==> config.mk <==
export PLATFORM = sky130hd
export DESIGN_NAME = guess_round_ctrl
export DESIGN_NICKNAME = d
export VERILOG_FILES = /design/src/rtl/guess_round_ctrl.sv
export SDC_FILE = /design/constraint.sdc
export NUM_CORES = 1
export LEC_CHECK = 0
export CORE_MARGIN = 8
export CORE_UTILIZATION = 30
export CTS_BUF_LIST = sky130_fd_sc_hd__clkbuf_4
export DETAILED_ROUTE_END_ITERATION = 12
export PLACE_DENSITY_LB_ADDON = 0.25
export SLEW_MARGIN = 10
export SYNTH_ARGS = -nofsm -noshare
export SYNTH_HDL_FRONTEND = slang
export SYNTH_SLANG_ARGS = --single-unit
==> constraint.sdc <==
create_clock -name clk -period 3.8 [get_ports clk]
set_input_delay 0.76 -clock clk [delete_from_list [all_inputs] [get_ports clk]]
set_output_delay 0.76 -clock clk [all_outputs]
set_load 0.1 [all_outputs]
==> src/rtl/guess_round_ctrl.sv <==
// Match-level sequencer for the guessing game: runs ROUNDS rounds, tallies results,
// enforces a per-round timeout and picks the guess speed (boosted after a win streak).
module guess_round_ctrl #(
  parameter int ROUNDS        = 5,
  parameter int RESULT_TICKS  = 8,
  parameter int TIMEOUT_TICKS = 64,
  parameter int STREAK_BOOST  = 3
) (
  input  logic       clk,
  input  logic       reset_n,
  input  logic       start,
  input  logic       tick,
  input  logic       win,
  input  logic       lose,
  input  logic       hard_sw,
  output logic       game_rst,
  output logic       speed_sel,
  output logic [3:0] wins,
  output logic [3:0] losses,
  output logic [3:0] round,
  output logic       last_win,
  output logic       done
);

  localparam int MAX_TICKS = (RESULT_TICKS > TIMEOUT_TICKS) ? RESULT_TICKS : TIMEOUT_TICKS;
  localparam int CW        = $clog2(MAX_TICKS) + 1;
  localparam int SW        = $clog2(STREAK_BOOST + 1);

  localparam logic [CW-1:0] TIMEOUT_LAST = CW'(TIMEOUT_TICKS - 1);
  localparam logic [CW-1:0] RESULT_LAST  = CW'(RESULT_TICKS - 1);
  localparam logic [SW-1:0] STREAK_MAX   = SW'(STREAK_BOOST);
  localparam logic [3:0]    LAST_ROUND   = 4'(ROUNDS);

  typedef enum logic [1:0] {IDLE, PLAY, RESULT, OVER} state_t;

  state_t        state;
  logic          start_d, win_d, lose_d;
  logic [CW-1:0] tick_cnt;
  logic [SW-1:0] streak;
  logic          boost;

  logic          start_rise, win_rise, lose_rise;
  logic          timeout;
  logic [SW-1:0] streak_inc;

  assign start_rise = start & ~start_d;
  assign win_rise   = win & ~win_d;
  assign lose_rise  = lose & ~lose_d;
  assign timeout    = tick && (tick_cnt == TIMEOUT_LAST);
  assign streak_inc = (streak == STREAK_MAX) ? STREAK_MAX : streak + SW'(1);

  always_ff @(posedge clk or negedge reset_n) begin
    if (!reset_n) begin
      state     <= IDLE;
      // Edge history starts high so a level already asserted at release never fires.
      start_d   <= 1'b1;
      win_d     <= 1'b1;
      lose_d    <= 1'b1;
      tick_cnt  <= '0;
      streak    <= '0;
      boost     <= 1'b0;
      game_rst  <= 1'b1;
      speed_sel <= 1'b0;
      wins      <= 4'd0;
      losses    <= 4'd0;
      round     <= 4'd0;
      last_win  <= 1'b0;
      done      <= 1'b0;
    end else begin
      start_d <= start;
      win_d   <= win;
      lose_d  <= lose;

      case (state)
        IDLE, OVER: begin
          if (start_rise) begin
            state     <= PLAY;
            wins      <= 4'd0;
            losses    <= 4'd0;
            streak    <= '0;
            boost     <= 1'b0;
            round     <= 4'd1;
            tick_cnt  <= '0;
            game_rst  <= 1'b0;
            done      <= 1'b0;
            speed_sel <= hard_sw;
          end
        end

        PLAY: begin
          // A simultaneous win/lose edge, or running out of time, counts as a loss.
          if (lose_rise || (timeout && !win_rise)) begin
            state    <= RESULT;
            losses   <= (losses == 4'hF) ? losses : losses + 4'd1;
            streak   <= '0;
            boost    <= 1'b0;
            last_win <= 1'b0;
            tick_cnt <= '0;
            game_rst <= 1'b1;
          end else if (win_rise) begin
            state    <= RESULT;
            wins     <= (wins == 4'hF) ? wins : wins + 4'd1;
            streak   <= streak_inc;
            if (streak_inc == STREAK_MAX) begin
              boost <= 1'b1;
            end
            last_win <= 1'b1;
            tick_cnt <= '0;
            game_rst <= 1'b1;
          end else if (tick) begin
            tick_cnt <= tick_cnt + CW'(1);
          end
        end

        RESULT: begin
          if (tick) begin
            if (tick_cnt == RESULT_LAST) begin
              tick_cnt <= '0;
              if (round == LAST_ROUND) begin
                state <= OVER;
                done  <= 1'b1;
              end else begin
                state     <= PLAY;
                round     <= round + 4'd1;
                game_rst  <= 1'b0;
                speed_sel <= hard_sw | boost;
              end
            end else begin
              tick_cnt <= tick_cnt + CW'(1);
            end
          end
        end

        default: state <= IDLE;
      endcase
    end
  end

endmodule

# Word level (Yosys, flattened, before mapping)
# Index checks and enable logic that the tools add are counted.
# word_totals
register_bits	31
latchBits	0
ramBits	0
mem_bits_ro	0
mem_count	0
# op_classes
add_sub_neg	5
mul	0
div_mod_pow	0
magnitude_cmp	0
n_eq_ne	23
n_shift	0
mux	53
n_bitwise	7
reduce_logical	19
# op_table
cell	n
two-way mux 7 bit	6
two-way mux 4 bit	10
one-hot mux 4 bit (2 select lines)	3
one-hot mux 7 bit (3 select lines)	1
two-way mux 2 bit	10
!= test 2 bit, second input constant	10
AND reduction 5 bit	4
two-way mux 1 bit	17
adder 4 x 1 -> 4 bit, second input constant	3
AND reduction 4 bit	3
== test 2 bit, second input constant	4
== test 4 bit, second input constant	2
adder 7 x 1 -> 7 bit, second input constant	1
== test 7 x 3 -> 1 bit, second input constant	1
== test 7 x 6 -> 1 bit, second input constant	1
!= test 3 bit, second input constant	2
one-hot mux 1 bit (2 select lines)	3
one-hot mux 2 bit (3 select lines)	1
AND reduction 3 bit	2
nonzero test 2 bit	3
== test 4 x 3 -> 1 bit, second input constant	1
!= test 4 bit, second input constant	1
one-hot mux 2 bit (2 select lines)	1
bitwise AND 1 bit	3
11 further kinds	14

# Depth between registers and ports, before layout
# logic_depth
word_depth	7
ltp_mapped	8
depth_no_buf	7

# Worst setup path before layout
# No wires, ideal clock.
# synth_path
path_kind	register to register
startpoint	register round[1]
endpoint	register round[0]
t_arrival_ns	2.196
t_required_ns	3.679
slack_ns	1.483
path_stages_with_launch	8
synth_period_minus_slack_ns	2.317
path_cell_list	dfrtp_1 -> inv_1 -> ha_1 -> and3b_1 -> nor4b_4 -> o21a_2 -> nand3_1 -> o21a_1
# synth_between
elab_chain_cells	3
# synth_rtl
item	line_no	source
start: declaration	20	output logic [3:0] round,
start signal: assignment	124	round <= round + 4'd1;
== test 4 x 3 -> 1 bit	119	if (round == LAST_ROUND) begin
!= test 2 bit (no source line)	-	
AND reduction 5 bit (no source line)	-	
# No other way between the ends.
# A chain may end at the register's enable or synchronous reset.

# Final worst setup path
# layout_path
startpoint	register game_rst
endpoint	output game_rst
# layout_lines
item	line_no	source
start: declaration	16	output logic game_rst,
start signal: assignment	62	game_rst <= 1'b1;
start signal: assignment	84	game_rst <= 1'b0;
start signal: assignment	99	game_rst <= 1'b1;
# No word-level cell between the ends.

==> impl_metrics.json <==
{
  "status": "finished, final reports clean",
  "wl_mm": 3.80,
  "top_layer_used": "met4",
  "synth_top_family_by_area": "simple AND/OR/NAND/NOR gates",
  "tns_ns": 0,
  "crit_arrival_ns": 1.99,
  "ys_types": 50,
  "leakagePower_nw": 0.899,
  "grtUsageTotal_pct": 9.28,
  "ys_seq_elements": 31,
  "worstMarginPinSlew_ns": 0.977,
  "synth_ff_type": "dfrtp_1",
  "power_density_mw_per_mm2": 783,
  "post_cts_buffers": 0,
  "final.period_utilization_pct": 72.3,
  "viasPerCell": 4.83,
  "die_h_um": 93.0,
  "wl_met3_um": 162,
  "path_class": "reg -> out",
  "cts.sinks": 31,
  "dieArea_mm2": 0.00866,
  "gp_congestion": 0.789,
  "slew_headroom_pct": 34.6,
  "synth_fa_ha_area_share_pct": 5.62,
  "drtIter0Drc": 49,
  "yosys.area_share.simple_pct": 23.7,
  "antenna_found_initial": 0,
  "dp_hpwl_mm": 2.74,
  "cpPeakStageDelay_ns": 1.13,
  "grt_pass1_vias": 1342,
  "start_kind": "register",
  "yosys.area.top_type": "dfrtp_1",
  "rsz0062_at_grt": "no",
  "drc": 0,
  "core_mm2": 0.00582,
  "synth_warnings": 0,
  "drtAntennaViolNets": 0,
  "initial_core_util_pct": 30.6,
  "vias": 1367,
  "cts_htree_levels": 2,
  "synth.top_cell.area_share_pct": 37.9,
  "root_buffer": "clkbuf_4",
  "critPathSlowestCell": "clkdlybuf4s50_1",
  "crit_family": "buffers and inverters",
  "min_period_ns": 2.75,
  "synthArstFlopShare_pct": 100,
  "synth_xor_area_share_pct": 1.48,
  "io_buffers": 22,
  "io_pins": 23,
  "clk_latency_ns": 0.33,
  "muxShareOfSynthArea_pct": 3.65,
  "fin_skew_ns": 0.00359,
  "syn_avg_cell_area_um2": 9.89,
  "area_growth_pct": 20.0,
  "n_antenna_cell": 0,
  "final-hold-violation-count": 0,
  "required_ns": 3.04,
  "layout.nets": 222,
  "finalWorstSetupSlack_ns": 1.05,
  "synth_area_mm2": 0.00178,
  "syn_inst": 180,
  "synthTopCellsByArea": "dfrtp_1 (38%), dfstp_2 (5.9%), ha_1 (5.6%)",
  "synth-seq-area-share_pct": 43.9,
  "fmax_ghz": 0.364,
  "cts_buffers": 5,
  "drv_cap": 0,
  "postLayoutCellArea_mm2": 0.00214,
  "synth_edf_count": 0,
  "cp_max_fo": 2,
  "synth_nets": 195,
  "grt_pass1_wl_mm": 6.43,
  "synth-compound-area-share_pct": 19.0,
  "path_cells": "clkdlybuf4s50_1",
  "grt_start_max_net_pins": 32,
  "num_rows": 28,
  "cp-end-kind": "output port",
  "first_pass_iters": 4,
  "wire_per_inst_um": 13.4,
  "die_w_um": 93.0,
  "grt_overflow_total": 0,
  "cts_hold_buf": 0,
  "cts_tree": "done",
  "setup_viol": 0,
  "whs_ns": 0.528,
  "clockBufferDepth": 2,
  "fill_cells": 618,
  "layout-drive-gt1-share_pct": 13.0,
  "wl_met1_mm": 1.97,
  "place_ws_ns": 1.00,
  "cts_resized": 0,
  "routed-wl-met2_mm": 1.60,
  "crit_buf_inv": 1,
  "total_power_mw": 1.67,
  "clkSlewWorstSetupHoldPaths_ns": 0.10,
  "hp-class": "reg -> reg",
  "vdd_drop_max_mv": 0.300,
  "report.final.slew_viol_count": 0,
  "postPlaceCellArea_mm2": 0.00208
}
-- path summary, 6_finish.rpt --
check | start | cells past startpoint | to | slack [ns]
hold reg to reg | tick_cnt[1]$_DFFE_PN0P_ | 2 | tick_cnt[1]$_DFFE_PN0P_ | 0.53
setup reg to reg | state[1]$_DFFE_PN0P_ | 6 | tick_cnt[4]$_DFFE_PN0P_ | 1.42
min in group asynchronous | reset_n | 2 | wins[2]$_DFFE_PN0P_ | 0.83
max in group asynchronous | reset_n | 2 | lose_d$_DFF_PN1_ | 2.64
hold / removal | tick_cnt[1]$_DFFE_PN0P_ | 2 | tick_cnt[1]$_DFFE_PN0P_ | 0.53
setup / recovery | game_rst$_DFFE_PN1P_ | 1 | game_rst | 1.05
-- where the power goes --
part / internal [mW] / switching (mW)
clock network: 0.0756 / 0.113
logic: 0.283 / 0.709
registers: 0.415 / 0.0765
-- layout by cell type (no fill, tap or decap), drive strengths merged, types with 8 or more instances in the layout --
master,instances
dfrtp,27
nor2,14
ha,8
nand2,19
o21ai,11
a21oi,11
inv,8
nand3,11
clkdlybuf4s50,22
nor2b,9
-- tightest hold or removal path, cell delays in order, from the launching register on --
cell and delay [ns]:
dfrtp_1 0.39, nand2_1 0.06, nand2_1 0.06
-- registers in the layout, summed over array words and instances, names as in the netlist --
signal / count
boost: 1
speed_sel: 1
done: 1
losses: 4
round: 4
state: 2
tick_cnt: 7
last_win: 1
lose_d: 1
game_rst: 1
win_d: 1
start_d: 1
wins: 4
streak: 2
-- Yosys cell counts (2+ instances only) --
cell type,n
mux2_2,3
o211ai_1,2
ha_1,8
xor2_1,2
nand3b_1,2
nand2b_1,3
a21oi_1,10
o22ai_1,2
and4_4,2
dfstp_2,4
nor2b_1,9
inv_1,8
nor2_1,14
dfrtp_1,27
o31ai_1,3
o21ai_1,2
and3b_1,2
nand4_1,2
buf_2,2
o21ai_0,8
nor3_1,2
o21a_1,2
mux2i_1,2
a31oi_1,3
and3_1,2
a22o_1,3
nand3_1,11
nand2_1,18
-- stage by stage --
step / instances / utilization, %
2_1_floorplan: 180 / -
3_3_place_gp: 275 / 35.8
3_5_place_dp: 275 / 35.8
4_1_cts: 283 / 36.7
5_1_grt: 283 / 36.7
6_report: 283 / 36.7
-- cells by family (layout without fill, tap and decap cells) --
logic type,count (synthesis),in the layout
mux,6,6
xor+xnor,3,3
fa+ha+maj,8,8
simple gates,75,75
buf+inv,11,39
compound gates,46,46
flops,31,31
-- metal layers --
layer  track usage (%)  vias to the layer above
met5                 0                        -
met2              14.0                       21
met3              2.24                        6
li1                  -                      708
met1              12.0                      632
met4              4.97                        0
-- final cells by class --
class	instances	area, µm²	area share (%)
clock buffer	6	45.0	2.11
multi-input combinational	138	952	44.6
sequential	31	781	36.5
clock inverter	2	7.51	0.351
inverter	8	30.0	1.41
tap	75	93.8	4.39
timing repair buffer	23	228	10.7
Power figures use the tool's default switching activity.
